==> src/rtl/pl_exception_unit.sv <==
// rtl/pl_exception_unit.sv - precise multi-cause exception/interrupt unit with flush/redirect FSM
module pl_exception_unit #(
  parameter int          NUM_IRQ      = 6,
  parameter int          FLUSH_CYCLES = 2,
  parameter logic [31:0] EXC_VECTOR   = 32'h0000_0180,
  parameter logic [31:0] IRQ_VECTOR   = 32'h0000_0200
) (
  input  logic               clk,
  input  logic               reset,
  input  logic               enable,
  input  logic               exc_adel,
  input  logic               exc_ri,
  input  logic               exc_sys,
  input  logic               exc_bp,
  input  logic               exc_ovf,
  input  logic               exc_ades,
  input  logic [31:0]        bad_addr,
  input  logic [31:0]        pc_current,
  input  logic               eret,
  input  logic [NUM_IRQ-1:0] irq,
  input  logic               status_we,
  input  logic [NUM_IRQ:0]   status_wdata,
  output logic               flush,
  output logic               pc_redirect,
  output logic [31:0]        redirect_pc,
  output logic [31:0]        epc_reg,
  output logic [4:0]         cause_code,
  output logic [NUM_IRQ-1:0] cause_ip,
  output logic [31:0]        bad_vaddr,
  output logic               exl,
  output logic               ie,
  output logic [NUM_IRQ-1:0] im,
  output logic               busy
);

  // Counter only has to hold FLUSH_CYCLES-1.
  localparam int                CNT_W    = (FLUSH_CYCLES > 1) ? $clog2(FLUSH_CYCLES) : 1;
  localparam logic [CNT_W-1:0] CNT_INIT = CNT_W'(FLUSH_CYCLES - 1);

  typedef enum logic [1:0] {
    ST_IDLE,
    ST_FLUSH,
    ST_REDIRECT
  } state_t;

  state_t             state_q, state_d;
  logic [CNT_W-1:0]   cnt_q, cnt_d;
  logic [31:0]        target_q, target_d;
  logic               eret_q, eret_d;
  logic [31:0]        epc_q, epc_d;
  logic [4:0]         cause_q, cause_d;
  logic [NUM_IRQ-1:0] cause_ip_q, cause_ip_d;
  logic [31:0]        badv_q, badv_d;
  logic               exl_q, exl_d;
  logic               ie_q, ie_d;
  logic [NUM_IRQ-1:0] im_q, im_d;

  logic       sync_any;
  logic [4:0] sync_code;
  logic       sync_addr_err;
  logic       evaluate;
  logic       take_sync;
  logic       take_eret;
  logic       take_int;

  // Fixed-priority selection of the synchronous cause code.
  always_comb begin
    sync_code = 5'd0;
    if (exc_adel)      sync_code = 5'd4;
    else if (exc_ri)   sync_code = 5'd10;
    else if (exc_sys)  sync_code = 5'd8;
    else if (exc_bp)   sync_code = 5'd9;
    else if (exc_ovf)  sync_code = 5'd12;
    else if (exc_ades) sync_code = 5'd5;
  end

  assign sync_any      = exc_adel | exc_ri | exc_sys | exc_bp | exc_ovf | exc_ades;
  assign sync_addr_err = (sync_code == 5'd4) || (sync_code == 5'd5);
  assign evaluate      = (state_q == ST_IDLE) && enable;
  // A sync exception squashes a simultaneous ERET; ERET outside EXL is a no-op.
  assign take_sync     = evaluate && sync_any;
  assign take_eret     = evaluate && !sync_any && eret && exl_q;
  assign take_int      = evaluate && !sync_any && !(eret && exl_q) &&
                         ie_q && !exl_q && (|(irq & im_q));

  // Next-state for the sequencing FSM and the architectural CP0 state.
  always_comb begin
    state_d    = state_q;
    cnt_d      = cnt_q;
    target_d   = target_q;
    eret_d     = eret_q;
    epc_d      = epc_q;
    cause_d    = cause_q;
    badv_d     = badv_q;
    exl_d      = exl_q;
    ie_d       = ie_q;
    im_d       = im_q;
    cause_ip_d = irq & im_q;

    case (state_q)
      ST_IDLE: begin
        if (take_sync || take_eret || take_int) begin
          state_d = ST_FLUSH;
          cnt_d   = CNT_INIT;
        end
      end
      ST_FLUSH: begin
        if (cnt_q == '0) state_d = ST_REDIRECT;
        else             cnt_d   = cnt_q - CNT_W'(1);
      end
      ST_REDIRECT: begin
        state_d = ST_IDLE;
        // ERET leaves exception level only once the return redirect is issued.
        if (eret_q) exl_d = 1'b0;
        eret_d = 1'b0;
      end
      default: state_d = ST_IDLE;
    endcase

    if (take_sync || take_int) begin
      cause_d  = take_sync ? sync_code : 5'd0;
      target_d = take_sync ? EXC_VECTOR : IRQ_VECTOR;
      eret_d   = 1'b0;
      exl_d    = 1'b1;
      // Nested exceptions keep the original return address.
      if (!exl_q) epc_d = pc_current;
      if (take_sync && sync_addr_err) badv_d = bad_addr;
    end

    if (take_eret) begin
      target_d = epc_q;
      eret_d   = 1'b1;
    end

    // Status writes land regardless of FSM state or a coincident exception.
    if (status_we) begin
      ie_d = status_wdata[0];
      im_d = status_wdata[NUM_IRQ:1];
    end
  end

  // State registers with synchronous reset.
  always_ff @(posedge clk) begin
    if (reset) begin
      state_q    <= ST_IDLE;
      cnt_q      <= '0;
      target_q   <= '0;
      eret_q     <= 1'b0;
      epc_q      <= '0;
      cause_q    <= '0;
      cause_ip_q <= '0;
      badv_q     <= '0;
      exl_q      <= 1'b0;
      ie_q       <= 1'b0;
      im_q       <= '1;
    end else begin
      state_q    <= state_d;
      cnt_q      <= cnt_d;
      target_q   <= target_d;
      eret_q     <= eret_d;
      epc_q      <= epc_d;
      cause_q    <= cause_d;
      cause_ip_q <= cause_ip_d;
      badv_q     <= badv_d;
      exl_q      <= exl_d;
      ie_q       <= ie_d;
      im_q       <= im_d;
    end
  end

  assign flush       = (state_q != ST_IDLE);
  assign busy        = (state_q != ST_IDLE);
  assign pc_redirect = (state_q == ST_REDIRECT);
  assign redirect_pc = (state_q == ST_REDIRECT) ? target_q : 32'h0;
  assign epc_reg     = epc_q;
  assign cause_code  = cause_q;
  assign cause_ip    = cause_ip_q;
  assign bad_vaddr   = badv_q;
  assign exl         = exl_q;
  assign ie          = ie_q;
  assign im          = im_q;

endmodule

==> config.mk <==
export PLATFORM = sky130hd
export DESIGN_NAME = pl_exception_unit
export DESIGN_NICKNAME = d
export VERILOG_FILES = /design/src/rtl/pl_exception_unit.sv
export SDC_FILE = /design/constraint.sdc
export NUM_CORES = 1
export LEC_CHECK = 0
export ABC_AREA = 1
export BUFFER_PORTS_ARGS = -buffer_cell sky130_fd_sc_hd__clkbuf_2
export CORE_ASPECT_RATIO = 1.1
export CORE_MARGIN = 5
export CORE_UTILIZATION = 52
export CTS_BUF_LIST = sky130_fd_sc_hd__clkbuf_8 sky130_fd_sc_hd__clkbuf_16
export DETAILED_ROUTE_END_ITERATION = 10
export PLACE_DENSITY = 0.84
export SLEW_MARGIN = 5
export SYNTH_ARGS = -nofsm -noshare
export SYNTH_HDL_FRONTEND = slang
export SYNTH_SLANG_ARGS = --single-unit
==> constraint.sdc <==
create_clock -name clk -period 3.15 [get_ports clk]
set_input_delay 0.4725 -clock clk [delete_from_list [all_inputs] [get_ports clk]]
set_output_delay 0.4725 -clock clk [all_outputs]
set_load 0.05 [all_outputs]
==> flow_metrics.tcl, run 1 <==
set metrics [dict create \
    core_area_sq_um 9350 \
    synth.area.top_cells "dfxtp_1 48%, nor2_1 11%, nand3_1 7.9%, nand2_1 7.5%, inv_1 6.3%" \
    clk_path_buf_depth 2 \
    endpoint_kind "output pin" \
    min_period_ps 2710 \
    clock_sinks 118 \
    via_per_inst 4.95 \
    htreeDepth 4 \
    worstMarginPinSlew_ps 1030 \
    power_frac_clock 0.440 \
    grt_pass1_wl_mm 22.0 \
    power_frac_seq 0.387 \
    antenna_found_initial 0 \
    crit_path_top_delay_cell "inv_1" \
    hold_class "in -> reg" \
    synthesis.nets 780 \
    route.detailed.drc 0 \
    ctsResizeCount 0 \
    clk_latency_ps 490 \
    rows 37 \
    rsz0062_at_grt "no" \
    die_area_sq_um 11600 \
    io_pins 206 \
    synth_top_area_share 0.477 \
    start_kind "register" \
    max_slew_margin 0.312 \
    ys_ff_latch 118 \
    fill_cells 849 \
    ant_nets 0 \
    hold_viol 0 \
    timing.final.crit_share 0.859 \
    fmax_mhz 370 \
    final_cell_mix "204 x clkbuf_2, 142 x nor2_1, 118 x dfxtp_1, 99 x nand2_1, 82 x inv_1" \
    seq_area_frac_synth 0.477 \
    power_frac_comb 0.174 \
    synthesis.area_sq_um 4950 \
    place_area_sq_um 5930 \
    critPathTopFamily "buffers and inverters" \
    start_util 0.529 \
    setup_viol 0 \
    firstDrtPassIters 5 \
    cts_tree "done" \
    post-cts-setup-buffer-count 0 \
    yosysTopAreaCell "dfxtp_1" \
    fin_area_sq_um 6520 \
    cts_inserted_buffers 17 \
    drt_iter0_drc 202 \
    p_per_area_nw_per_um2 651 \
    die_h_um 112 \
    path_class "reg -> out" \
    max_cap_viol_count 0 \
    power.internal_uw 2940 \
    num_antenna_cells 0 \
    syn_inst 692 \
    drive_above_1_share 0.301 \
    nets 965 \
    syn2layout_area_growth_pct 31.8 \
    switching_share 0.307 \
    wl_per_cell_um 13.6 \
    yosys_warnings 0 \
    path_clk_slew_ps 60 \
    finalSetupTns_ps 0 \
    final_common_cell "clkbuf_2" \
    grt_start_max_net_pins 65 \
    numPortBuffers 204 \
    cts-hold-fix-buffers 0 \
    root_buffer "clkbuf_8" \
    worstPathCellList "inv_1 > nor2_1 > inv_1 > nor2_1 > clkbuf_2" \
    path_max_fanout 33 \
    grt_pass1_vias 4696 \
    outcome "completed" \
    report.final.slew_viol_count 0 \
    critPathBufInv 3 \
    dieWidth_um 103 \
    dp_hpwl_mm 9.76 \
    worstPathArrival_ps 2230 \
    num_vias 4984 \
    grt_overflow_total 0 \
    slowest_delay_ps 460 \
    fin_skew_ps 7.85 \
    wirelength_mm 13.7 \
    gp_congestion 0.853 \
    peakVddDrop_v 0.000564 \
    p_sw_uw 1300 \
    cp.required_ps 2680 \
    grt_use_total 0.237 \
    finalPower_uw 4250 \
    p_leak_uw 0.00310 \
    avgSynthCellArea_sq_um 7.15 \
    ys_types 26 \
]
==> power groups by stage <==
stage | Combinational [uW] | Clock (uW) | Sequential, uW
floorplan | 280 | 0 | 1940
global placement | 729 | 0 | 1670
detailed placement | 737 | 0 | 1670
CTS | 741 | 1890 | 1640
global route | 799 | 1960 | 1650
finish | 737 | 1870 | 1640
==> per-layer routing <==
layer | GRT usage | up-vias | share of wire | wire length [um]
met5 | 0 | - | 0 | 0
met4 | 0.0889 | 0 | 0.021 | 289
met3 | 0.0802 | 26 | 0.080 | 1090
met2 | 0.391 | 164 | 0.50 | 6840
met1 | 0.282 | 2251 | 0.40 | 5440
li1 | - | 2543 | - | -
==> synth_stat cells <==
| master | n |
|---|---|
| nor2_1 | 142 |
| dfxtp_1 | 118 |
| nand2_1 | 99 |
| inv_1 | 83 |
| nand3_1 | 78 |
| a21oi_1 | 61 |
| o21ai_0 | 37 |
| clkbuf_1 | 21 |
| a21oi_2 | 10 |
| buf_2 | 9 |
| buf_6 | 9 |
| buf_1 | 5 |
| nor2_4 | 4 |
| buf_4 | 3 |
| nand2_2 | 2 |
| a31oi_2 | 1 |
| clkinv_1 | 1 |
| conb_1 | 1 |
| inv_2 | 1 |
| nand3b_1 | 1 |
| nand4_1 | 1 |
| nor2_2 | 1 |
| nor3b_2 | 1 |
| nor4_1 | 1 |
| o211ai_1 | 1 |
| o21bai_1 | 1 |
==> layout make-up <==
cell class,count,area [sq um],share of cell area
inverters,85,319,0.0489
multi-input cells,442,2020,0.309
flip-flops and latches,118,2360,0.362
repair buffers,213,1090,0.167
well taps,117,146,0.0224
clock buffers,19,442,0.0677
clock inverters,13,146,0.0224
==> cells by family (layout without fill, tap and decap cells) <==
| group | after synthesis | after routing | synth area share |
|---|---|---|---|
| AOI/OAI and AO/OA | 111 | 111 | 0.122 |
| buffers and inverters | 132 | 330 | 0.118 |
| DFF | 118 | 118 | 0.477 |
| and+or+nand+nor | 330 | 330 | 0.281 |
| other | 1 | 1 | 0.000758 |
==> through the flow <==
step / utilization / worst slack, ps / hold slack [ps] / cells
6_report: 0.697 / 444 / 193 / 1007
5_1_grt: 0.697 / 273 / 182 / 1007
4_1_cts: 0.697 / 405 / 167 / 1007
3_5_place_dp: 0.635 / 797 / 438 / 975
3_3_place_gp: 0.635 / 914 / 440 / 975
2_1_floorplan: - / 446 / 418 / 692
==> tightest hold or removal path: stages <==
cell,delay (ps)
clkbuf_2,70
nand2_1,40
nand3_1,70
==> path summary, 6_finish.rpt <==
kind	start	to	slack, ps	cells after the start
worst min-delay path	status_wdata[6]	im[5]	190	3
worst max register to register	im[5]	target_q[13]	1020	10
worst min register to register	cnt_q	state_q[1]	470	1
worst max-delay path	state_q[1]	redirect_pc[31]	440	5
(Power assumes the default switching activity.)
==> inputs of run 2 (changes only) <==
--- a/config.mk
+++ b/config.mk
@@ -13,6 +13,7 @@
 export CTS_BUF_LIST = sky130_fd_sc_hd__clkbuf_8 sky130_fd_sc_hd__clkbuf_16
 export DETAILED_ROUTE_END_ITERATION = 10
 export PLACE_DENSITY = 0.84
+export REMOVE_ABC_BUFFERS = 1
 export SLEW_MARGIN = 5
 export SYNTH_ARGS = -nofsm -noshare
 export SYNTH_HDL_FRONTEND = slang
==> run 2 against run 1 <==
Compared with the run above:
- critical path type unchanged
- largest cell class unchanged
- via count is 0.20% higher
- combinational power hardly changed
- non-clock buffer count unchanged
- sequential share of layout area fell by 0.12 points
- highest routed layer unchanged
- die area did not move
==> flow_metrics.tcl, run 2 (synthesis results as in run 1) <==
set metrics [dict create \
    ant_nets 0 \
    ctsResizeCount 0 \
    p_per_area_nw_per_um2 652 \
    max_slew_margin 0.466 \
    cts_tree "done" \
    start_kind "register" \
    antenna_found_initial 0 \
    cts_inserted_buffers 17 \
    fmax_mhz 407 \
    die_h_um 112 \
    rows 37 \
    grt_use_total 0.231 \
    route.detailed.drc 0 \
    clock_sinks 118 \
    hold_viol 0 \
    grt_pass1_wl_mm 21.5 \
    wirelength_mm 13.5 \
    dp_hpwl_mm 9.31 \
    num_antenna_cells 0 \
    hold_class "in -> reg" \
    peakVddDrop_v 0.000362 \
    via_per_inst 4.96 \
    syn2layout_area_growth_pct 32.3 \
    dieWidth_um 103 \
    fill_cells 840 \
    firstDrtPassIters 7 \
    fin_area_sq_um 6550 \
    path_max_fanout 33 \
    worstPathArrival_ps 1990 \
    drt_iter0_drc 202 \
    timing.final.crit_share 0.781 \
    gp_congestion 0.845 \
    grt_start_max_net_pins 65 \
    rsz0062_at_grt "no" \
    grt_overflow_total 0 \
    post-cts-setup-buffer-count 0 \
    place_inst 975 \
    die_area_sq_um 11600 \
    hold_depth 3 \
    final_common_cell "clkbuf_2" \
    p_leak_uw 0.00312 \
    max_cap_viol_count 0 \
    reg2reg_depth 8 \
    grt_pass1_vias 4653 \
    io_pins 206 \
    min_period_ps 2460 \
    start_util 0.529 \
    nets 965 \
    fin_hold_ws_ps 183 \
    clk_path_buf_depth 2 \
    wl_per_cell_um 13.4 \
    place_area_sq_um 5960 \
    worstMarginPinSlew_ps 801 \
    outcome "completed" \
    path_clk_slew_ps 50 \
    clk_latency_ps 500 \
    fin_skew_ps 8.74 \
    path_class "reg -> out" \
    setup_viol 0 \
    cts-hold-fix-buffers 0 \
    drive_above_1_share 0.300 \
    cp.required_ps 2680 \
    root_buffer "clkbuf_8" \
    endpoint_kind "output pin" \
    num_vias 4994 \
    core_area_sq_um 9350 \
    numPortBuffers 204 \
    final_cells 1006 \
    report.final.slew_viol_count 0 \
    final_cell_mix "204 x clkbuf_2, 142 x nor2_1, 118 x dfxtp_1, 99 x nand2_1, 82 x inv_1" \
    htreeDepth 4 \
]
[run 2: layout make-up]
type / instances / area [sq um] / share of cell area
clock buffer: 18 / 428 / 0.0654
clock inverter: 13 / 158 / 0.0241
multi-input combinational: 442 / 2020 / 0.308
sequential: 118 / 2360 / 0.361
inverter: 85 / 319 / 0.0487
timing repair buffer: 213 / 1110 / 0.170
tap: 117 / 146 / 0.0224
[run 2: worst max-delay path, cell delays in order, from the launching register on]
cell      delay [ps]
dfxtp_1          350
inv_1             70
nor2_1           210
inv_1             70
buf_4            250
nor2_1           210
clkbuf_2         310
[run 2: final timing paths]
kind	startpoint	endpoint	slack, ps
hold / removal	status_wdata[6]	im[5]	180
setup / recovery	state_q[1]	redirect_pc[22]	690
hold reg to reg	cnt_q	state_q[1]	460
setup reg to reg	state_q[1]	target_q[20]	1150
[run 2: stage by stage]
step | setup TNS [ps] | setup WS, ps | utilization | total power (uW)
2_1_floorplan | -13090 | -409 | - | 2180
6_report | 0 | 691 | 0.700 | 4270
3_3_place_gp | 0 | 970 | 0.637 | 2400
3_5_place_dp | 0 | 915 | 0.637 | 2410
4_1_cts | 0 | 669 | 0.700 | 4290
5_1_grt | 0 | 558 | 0.700 | 4440
[run 2: per-layer routing]
metal / global-route usage / share of wire
met1: 0.267 / 0.39
met2: 0.389 / 0.49
met3: 0.0901 / 0.099
met4: 0.0751 / 0.020
met5: 0 / 0
[run 2: power by group]
| part | switching (uW) | internal, uW |
|---|---|---|
| Combinational | 550 | 189 |
| Clock | 673 | 1220 |
| Sequential | 56.4 | 1580 |
| Total | 1280 | 2990 |
==> inputs of run 3 (changes only) <==
--- a/config.mk
+++ b/config.mk
@@ -9,10 +9,10 @@
 export BUFFER_PORTS_ARGS = -buffer_cell sky130_fd_sc_hd__clkbuf_2
 export CORE_ASPECT_RATIO = 1.1
 export CORE_MARGIN = 5
-export CORE_UTILIZATION = 52
+export CORE_UTILIZATION = 43
 export CTS_BUF_LIST = sky130_fd_sc_hd__clkbuf_8 sky130_fd_sc_hd__clkbuf_16
 export DETAILED_ROUTE_END_ITERATION = 10
-export PLACE_DENSITY = 0.84
+export PLACE_DENSITY = 0.74
 export REMOVE_ABC_BUFFERS = 1
 export SLEW_MARGIN = 5
 export SYNTH_ARGS = -nofsm -noshare
==> constraint.sdc (replaced) <==
create_clock -name clk -period 1.97 [get_ports clk]
set_input_delay 0.2955 -clock clk [delete_from_list [all_inputs] [get_ports clk]]
set_output_delay 0.2955 -clock clk [all_outputs]
set_load 0.05 [all_outputs]
==> run 3 against run 2 <==
Compared with the run above:
- critical path depth stayed put
- power is 57% higher
- count of clock-buffer cells in the layout is 3 higher
- worst setup slack lost 620 ps
- combinational power is 65% higher
- clock skew increased by 2.5 ps
- clock power up 51%
- core utilization fell by 8.9 points
- register-to-register slack worse by 1100 ps
- design area is 6.2% higher
- flip-flop and latch count unchanged
- largest cell class unchanged
- largest power group unchanged
==> flow_metrics.tcl, run 3 (synthesis results as in run 1) <==
set metrics [dict create \
    outcome "completed" \
    reg2reg_to "bad_vaddr[20]" \
    die_h_um 123 \
    ant_nets 0 \
    worstPathArrival_ps 1600 \
    dieWidth_um 112 \
    p_leak_uw 0.00322 \
    drive_above_1_share 0.317 \
    worstHoldEndpoint "im[4]" \
    cts_tree "done" \
    fin_skew_ps 11.3 \
    syn2layout_area_growth_pct 40.5 \
    timing.final.crit_share 0.962 \
    path_max_fanout 33 \
    wirelength_mm 14.0 \
    worstMarginPinSlew_ps 563 \
    grt_start_max_net_pins 65 \
    firstDrtPassIters 4 \
    utilization 0.611 \
    fmax_mhz 527 \
    grt_overflow_total 0 \
    setup_viol 0 \
    start_util 0.435 \
    peakVddDrop_v 0.000593 \
    reg2reg_depth 8 \
    finalSetupTns_ps 0 \
    critPathTopFamily "buffers and inverters" \
    clock_sinks 118 \
    grt_use_total 0.197 \
    p_per_area_nw_per_um2 964 \
    num_vias 4955 \
    report.final.slew_viol_count 0 \
    worstPathCellList "inv_1 > nor2_4 > inv_1 > buf_8 > nor2_2 > buf_12" \
    fin_area_sq_um 6950 \
    numPortBuffers 204 \
    final_cell_mix "172 x clkbuf_2, 131 x nor2_1, 118 x dfxtp_1, 99 x nand2_1, 84 x inv_1" \
    rows 41 \
    final_common_cell "clkbuf_2" \
    rsz0062_at_grt "yes" \
    place_inst 1014 \
    hold_depth 3 \
    slowest_delay_ps 340 \
    critPathBufInv 4 \
    wl_per_cell_um 13.4 \
    fill_cells 1040 \
    fin_hold_ws_ps 109 \
    clk_latency_ps 400 \
    nets 973 \
    start_kind "register" \
    core_area_sq_um 11400 \
    hold_viol 0 \
    hold_class "in -> reg" \
    final_cells 1047 \
    gp_congestion 0.789 \
    htreeDepth 4 \
    die_area_sq_um 13800 \
    path_clk_slew_ps 50 \
    endpoint_kind "output pin" \
    place_area_sq_um 6160 \
    num_antenna_cells 0 \
    crit_top_cell "inv_1" \
    io_pins 206 \
    min_from "status_wdata[5]" \
    min_period_ps 1900 \
    path_class "reg -> out" \
    grt_pass1_wl_mm 22.1 \
    route.detailed.drc 0 \
    drt_iter0_drc 260 \
    reg2reg_slack_ps 80 \
    crit_path_top_delay_cell "dfxtp_1" \
    dp_hpwl_mm 9.59 \
    antenna_found_initial 0 \
    root_buffer "clkbuf_16" \
    clk_path_buf_depth 2 \
    max_slew_margin 0.625 \
    max_cap_viol_count 0 \
    cp.required_ps 1670 \
    cts_inserted_buffers 17 \
    via_per_inst 4.73 \
    grt_pass1_vias 4578 \
    rr_startpoint "state_q[1]" \
]
run 3: metrics by stage:
| stage | power (uW) | setup WS, ps |
|---|---|---|
| floorplan | 3490 | -1590 |
| global placement | 3870 | 46.6 |
| detailed placement | 3880 | 50.1 |
| CTS | 6760 | 0.553 |
| global route | 6980 | -16.9 |
| finish | 6700 | 74.2 |
run 3: power by group:
group	internal, uW	switching [uW]
Sequential	2530	95.0
Combinational	321	894
Clock	1840	1020
Total	4690	2010
run 3: repair_timing:
action | in CTS | in global routing
buffers inserted | 0 | 1
hold buffers | 0 | 0
cloned | 0 | 1
gates resized for setup | 31 | 66
setup endpoints to repair | 32 | 95
pin swaps | 0 | 1
run 3: area by class of cell:
class                      instances  area (sq um)  share of cell area
sequential                       118          2360               0.340
clock inverter                    10          81.3              0.0117
clock buffer                      21           480              0.0691
multi-input combinational        443          2060               0.297
timing repair buffer             220          1450               0.208
tap                              150           188              0.0270
inverter                          85           332              0.0477
run 3: worst max-delay path by stage:
stage / startpoint / slack (ps) / end / cells past startpoint
finish: state_q[1] / 70 / redirect_pc[24] / 6
floorplan: im[5] / -1590 / epc_reg[0] / 9
global route: state_q[1] / -20 / bad_vaddr[20] / 8
global placement: exc_ri / 50 / cnt_q / 9
detailed placement: exc_ri / 50 / cnt_q / 9
CTS: state_q[1] / 0.6 / redirect_pc[18] / 6
run 3: layer usage:
metal / routed length [um] / track usage / vias up
met5: 0 / 0 / -
met4: 141 / 0.0669 / 0
met3: 1230 / 0.0725 / 9
met2: 7090 / 0.336 / 157
met1: 5540 / 0.229 / 2236
li1: - / - / 2553
run 3: tightest hold or removal path, delay by kind of cell:
| kind | cells | cell delay [ps] |
|---|---|---|
| buffers and inverters | 1 | 70 |
| and+or+nand+nor | 2 | 100 |
